### config.mk
export PLATFORM = sky130hd
export DESIGN_NAME = serial_sub
export DESIGN_NICKNAME = d
export VERILOG_FILES = /design/src/rtl/arith_pkg.sv /design/src/rtl/full_sub.sv /design/src/rtl/serial_sub.sv
export SDC_FILE = /design/constraint.sdc
export NUM_CORES = 1
export LEC_CHECK = 0
export BUFFER_PORTS_ARGS = -buffer_cell sky130_fd_sc_hd__buf_4
export CELL_PAD_IN_SITES_DETAIL_PLACEMENT = 1
export CELL_PAD_IN_SITES_GLOBAL_PLACEMENT = 2
export CORE_MARGIN = 2
export CORE_UTILIZATION = 38
export CTS_BUF_LIST = sky130_fd_sc_hd__clkbuf_16
export DETAILED_ROUTE_END_ITERATION = 8
export PLACE_DENSITY = 0.83
export SETUP_SLACK_MARGIN = 0.5
export SLEW_MARGIN = 0
export SYNTH_ARGS = -nofsm -noshare
export SYNTH_HDL_FRONTEND = slang
export SYNTH_SLANG_ARGS = --single-unit
### constraint.sdc
create_clock -name clk -period 2.1 [get_ports clk]
set_clock_uncertainty 0.1 [all_clocks]
set_input_delay 0.42 -clock clk [delete_from_list [all_inputs] [get_ports clk]]
set_output_delay 0.42 -clock clk [all_outputs]
set_load 0.02 [all_outputs]
### src/rtl/arith_pkg.sv
// Shared definitions for the bit-serial arithmetic cells: FSM encoding,
// legal WIDTH range and a constant clog2 used to size the bit counter.
package arith_pkg;

   localparam int WIDTH_MIN = 2;
   localparam int WIDTH_MAX = 32;

   typedef enum logic [1:0] {
      S_IDLE = 2'b00,
      S_RUN  = 2'b01,
      S_DONE = 2'b10
   } state_t;

   function automatic int clog2(input int v);
      int r;
      r = 0;
      while ((1 << r) < v) r = r + 1;
      return r;
   endfunction

endpackage

### src/rtl/full_sub.sv
// One-bit full subtractor: x - y - bi -> difference d, borrow-out bo.
module full_sub (
   input  logic x,
   input  logic y,
   input  logic bi,
   output logic d,
   output logic bo
);

   assign d  = x ^ y ^ bi;
   assign bo = (~x & y) | (~x & bi) | (y & bi);

endmodule

### src/rtl/serial_sub.sv
// Bit-serial WIDTH-bit subtractor (diff = a - b - bin), LSB first, start/done handshake.
// Optional macro SERIAL_SUB_OVF_EN adds a registered signed-overflow flag on ovf.
module serial_sub
   import arith_pkg::*;
#(
   parameter int WIDTH = 8   // legal range WIDTH_MIN..WIDTH_MAX
) (
   input  logic             clk,
   input  logic             rst,
   input  logic             start,
   input  logic [WIDTH-1:0] a,
   input  logic [WIDTH-1:0] b,
   input  logic             bin,
   output logic             busy,
   output logic             done,
   output logic [WIDTH-1:0] diff,
   output logic             bout,
   output logic             ovf
);

   localparam int CW = clog2(WIDTH);
   localparam logic [CW-1:0] CNT_LAST = CW'(WIDTH - 1);

   state_t           state_q, state_d;
   logic [WIDTH-1:0] xa_q, xa_d;
   logic [WIDTH-1:0] xb_q, xb_d;
   logic [WIDTH-2:0] rs_q, rs_d;
   logic             borrow_q, borrow_d;
   logic [CW-1:0]    cnt_q, cnt_d;
   logic [WIDTH-1:0] diff_q, diff_d;
   logic             bout_q, bout_d;

   logic             d_bit, bo_bit;
   logic [WIDTH-1:0] rs_shift;
   logic             load, fin;

   full_sub u_fs (
      .x  (xa_q[0]),
      .y  (xb_q[0]),
      .bi (borrow_q),
      .d  (d_bit),
      .bo (bo_bit)
   );

   // rs only needs WIDTH-1 bits: the last difference bit goes straight to diff.
   assign rs_shift = {d_bit, rs_q};
   assign load     = start && (state_q != S_RUN);
   assign fin      = (state_q == S_RUN) && (cnt_q == CNT_LAST);

   always_comb begin
      state_d  = state_q;
      xa_d     = xa_q;
      xb_d     = xb_q;
      rs_d     = rs_q;
      borrow_d = borrow_q;
      cnt_d    = cnt_q;
      diff_d   = diff_q;
      bout_d   = bout_q;

      case (state_q)
         S_IDLE: begin
            if (load) state_d = S_RUN;
         end
         S_RUN: begin
            xa_d     = xa_q >> 1;
            xb_d     = xb_q >> 1;
            rs_d     = rs_shift[WIDTH-1:1];
            borrow_d = bo_bit;
            cnt_d    = cnt_q + 1'b1;
            if (fin) begin
               diff_d  = rs_shift;
               bout_d  = bo_bit;
               cnt_d   = '0;
               state_d = S_DONE;
            end
         end
         S_DONE: begin
            state_d = load ? S_RUN : S_IDLE;
         end
         default: state_d = S_IDLE;
      endcase

      if (load) begin
         xa_d     = a;
         xb_d     = b;
         rs_d     = '0;
         borrow_d = bin;
         cnt_d    = '0;
      end
   end

   always_ff @(posedge clk or posedge rst) begin
      if (rst) begin
         state_q  <= S_IDLE;
         xa_q     <= '0;
         xb_q     <= '0;
         rs_q     <= '0;
         borrow_q <= 1'b0;
         cnt_q    <= '0;
         diff_q   <= '0;
         bout_q   <= 1'b0;
      end else begin
         state_q  <= state_d;
         xa_q     <= xa_d;
         xb_q     <= xb_d;
         rs_q     <= rs_d;
         borrow_q <= borrow_d;
         cnt_q    <= cnt_d;
         diff_q   <= diff_d;
         bout_q   <= bout_d;
      end
   end

`ifdef SERIAL_SUB_OVF_EN
   // Sign bits are shifted out of xa/xb during RUN, so keep private copies.
   logic sa_q, sa_d;
   logic sb_q, sb_d;
   logic ovf_q, ovf_d;

   always_comb begin
      sa_d  = sa_q;
      sb_d  = sb_q;
      ovf_d = ovf_q;
      if (load) begin
         sa_d = a[WIDTH-1];
         sb_d = b[WIDTH-1];
      end
      if (fin) ovf_d = (sa_q ^ sb_q) & (d_bit ^ sa_q);
   end

   always_ff @(posedge clk or posedge rst) begin
      if (rst) begin
         sa_q  <= 1'b0;
         sb_q  <= 1'b0;
         ovf_q <= 1'b0;
      end else begin
         sa_q  <= sa_d;
         sb_q  <= sb_d;
         ovf_q <= ovf_d;
      end
   end

   assign ovf = ovf_q;
`else
   assign ovf = 1'b0;
`endif

   assign busy = (state_q == S_RUN);
   assign done = (state_q == S_DONE);
   assign diff = diff_q;
   assign bout = bout_q;

endmodule
==> results.md <==
* Seq pwr share at 0.372
* Worst-skew pair later-pin latency at 0.28 ns
* # IOs at 32
* R2R setup slack at 0.47 ns
* Total die area at 5440 µm²
* Post-synth net total at 146
* Max cap viols at 0
* Maximum VDD drop at 0.000629 V
* Critical path type: flip-flop to flip-flop
* Final setup margin at 0.471 ns
* Gr ovfl total at 0
* P&R area growth vs syn at 25.4%
* Post-DR vias/cell at 4.73
* R2R cell count at 5
* Yosys warns at 0
* Avg Cell Area, Syn at 15.0 µm²
* Reg-to-reg critical path startpoint: cnt_q[0]
* # clock sinks at 38
* Fraction of layout cells with a size suffix above 1 at 0.599
* Reg-to-Reg End: diff[4]
* Largest net degree at the start of global routing at 39
* DR vias at 1,084
* Internal at 2310 µW
* CTS buffer count at 5
* Hold slack at 0.167 ns
* Setup WS pre-CTS at 0.177 ns
* Power density cells at 1440 nW/µm²
* Die height at 73.8 µm
* Met2 GRT Util at 0.270
* # hold bufs at CTS at 0
* Inserted Diodes at 0
* Clock Power Share at 0.211
* Final WL at 3840 µm
* Detail Route Antenna Nets at 0
* Achievable Freq at 614 MHz
* Synthesized flop and latch total at 38
* Site Rows at 25
* Register area share after synthesis at 0.514
* Detailed Place HPWL at 2470 µm
* Fill cells at 483
* Grt peak-use layer: met2
* Core Box Area at 4720 µm²
* Status: complete, no violations
* Startpoint types: flip-flop
* Iter 0 DRT Violations at 62
* HP Class: primary input to async pin
* GPL Wtd Cong at 0.687
* RSZ-0062 raised after global routing: yes
* DRC viols at 0
* Drt wl/cell at 16.7 µm
* First-pass GRT wire length at 6090 µm
* Hold Vio Cnt, Final at 0
* Vias in the first global route at 1,240
* CTS tree: built
* Logic gate share of total power at 0.417
* NumNets Final at 184
* Clock-pin slew on the worst setup and hold paths at 0.06 ns
* Starting density of the core at 0.392
* IO buf count at 30
* Crit path DAT at 1.69 ns
* Post-Synthesis Cell Area at 1850 µm²
* Req. time, crit path at 2.16 ns
* Syn Inst Count at 123
* Slew Limit Fails at 0
* Unique cell type count in the Yosys netlist at 20
* Met3 Resource Use GR at 0.0439
* Root buf cell: clkbuf_16
* Critical Path End Type: flip-flop
* Global Route Usage Sum at 0.156
* Setup-failing EPs final at 0
* Final instance area at 2320 µm²
* Switching part of the total at 0.312
* P_sw at 1050 µW
* Number of antenna violations at the first check in global routing at 0
* CP max FO at 10
* Crit share post-route at 0.776
* Total power at 3350 µW
* DIE WIDTH at 73.8 µm
* P_leak at 0.00115 µW
* GRT met1 Usage at 0.179
* Post-route minimum period at 1.63 ns
* H-tree levels at 2
* Post-route setup TNS at 0 ns
* Drt first pass iters at 4
* Placed Area at 2090 µm²
* Clk buf depth at 2
==> cell families after synthesis <==
| family | count (synthesis) | share of synthesized area |
|---|---|---|
| multiplexers | 49 | 0.338 |
| adder cells (fa/ha/maj) | 3 | 0.0243 |
| flip-flops | 38 | 0.514 |
| buffers and inverters | 14 | 0.0568 |
| other | 1 | 0.00203 |
| AO/OA/AOI/OAI | 3 | 0.0129 |
| AND/OR/NAND/NOR | 15 | 0.0521 |
==> synthesized netlist by cell type, drive strengths merged <==
library cell	number	area [µm²]
o22ai	1	6.26
a31o	2	17.5
dfrtp	38	951
mux2	45	586
nand2b	2	12.5
buf	8	82.6
conb	1	3.75
mux2i	4	40.0
nor2	2	7.51
nor4b	1	8.76
ha	2	25.0
nor2b	8	50.1
inv	6	22.5
fa	1	20.0
nand3b	1	7.51
nor4bb	1	10.0
==> layout by cell type, fill, tap and decap left out <==
| master | instances |
|---|---|
| dfrtp_1 | 37 |
| buf_4 | 36 |
| mux2_2 | 24 |
| mux2_4 | 21 |
| nor2b_1 | 7 |
| inv_1 | 5 |
| clkbuf_16 | 5 |
| mux2i_1 | 3 |
| clkinv_1 | 3 |
| a31o_2 | 2 |
| nor2_1 | 2 |
| buf_6 | 2 |
| nand2b_4 | 1 |
| nand3b_1 | 1 |
| mux2i_2 | 1 |
| nor4bb_1 | 1 |
| nand2b_1 | 1 |
| inv_4 | 1 |
| nor2b_2 | 1 |
| o22ai_1 | 1 |
| nor4b_1 | 1 |
| fa_1 | 1 |
| ha_1 | 1 |
| ha_2 | 1 |
| conb_1 | 1 |
| buf_12 | 1 |
| dfrtp_2 | 1 |
==> state kept, by name (all words and copies together) (netlist names) <==
| register | cells |
|---|---|
| cnt_q | 3 |
| xa_q | 8 |
| diff | 8 |
| borrow_q | 1 |
| xb_q | 8 |
| rs_q | 7 |
| bout | 1 |
| state_q | 2 |
==> stage by stage <==
| step | util | instances |
|---|---|---|
| floorplan | - | 123 |
| global placement | 0.443 | 214 |
| detailed placement | 0.443 | 214 |
| CTS | 0.485 | 228 |
| global route | 0.491 | 229 |
| finish | 0.491 | 229 |
==> critical path: stages (launching register included) <==
cell and delay [ns]:
dfrtp_1 0.38, ha_1 0.21, ha_2 0.20, nand3b_1 0.14, buf_12 0.15, mux2_2 0.33
==> metal layers <==
metal,vias up,share of wire
met2,19,0.53
met4,0,0.019
li1,497,-
met1,563,0.41
met5,-,0
met3,5,0.033
==> power by group through the flow <==
stage	Clock [µW]	Combinational, µW	Sequential, µW
floorplan	0	934	1280
global placement	0	1200	1230
detailed placement	0	1280	1260
CTS	727	1350	1250
global route	758	1510	1300
finish	709	1400	1250
==> final cells by class <==
type,count,area (µm²),share of cell area
sequential,38,952,0.410
multi-input combinational,71,811,0.349
timing repair buffer,39,313,0.135
clock buffer,5,125,0.0539
tap,67,83.8,0.0361
inverter,6,25.0,0.0108
clock inverter,3,11.3,0.00485
==> repair_timing <==
| item | CTS | global route |
|---|---|---|
| endpoints found under the setup margin | 12 | 27 |
| buffers inserted | 6 | 1 |
| pin swaps | 1 | 0 |
| gates resized for setup | 2 | 7 |
==> how the worst max path moves through the flow <==
stage / startpoint / end / slack, ns / cells after the start
after floorplan: cnt_q[0] / bout / 0.53 / 5
after CTS: cnt_q[0] / diff[2] / 0.46 / 5
final: cnt_q[0] / diff[4] / 0.47 / 5
after detailed placement: cnt_q[0] / bout / 0.18 / 4
after global routing: cnt_q[0] / diff[6] / 0.40 / 5
after global placement: cnt_q[0] / diff[5] / 0.31 / 4
Power figures use the tool's default switching activity.
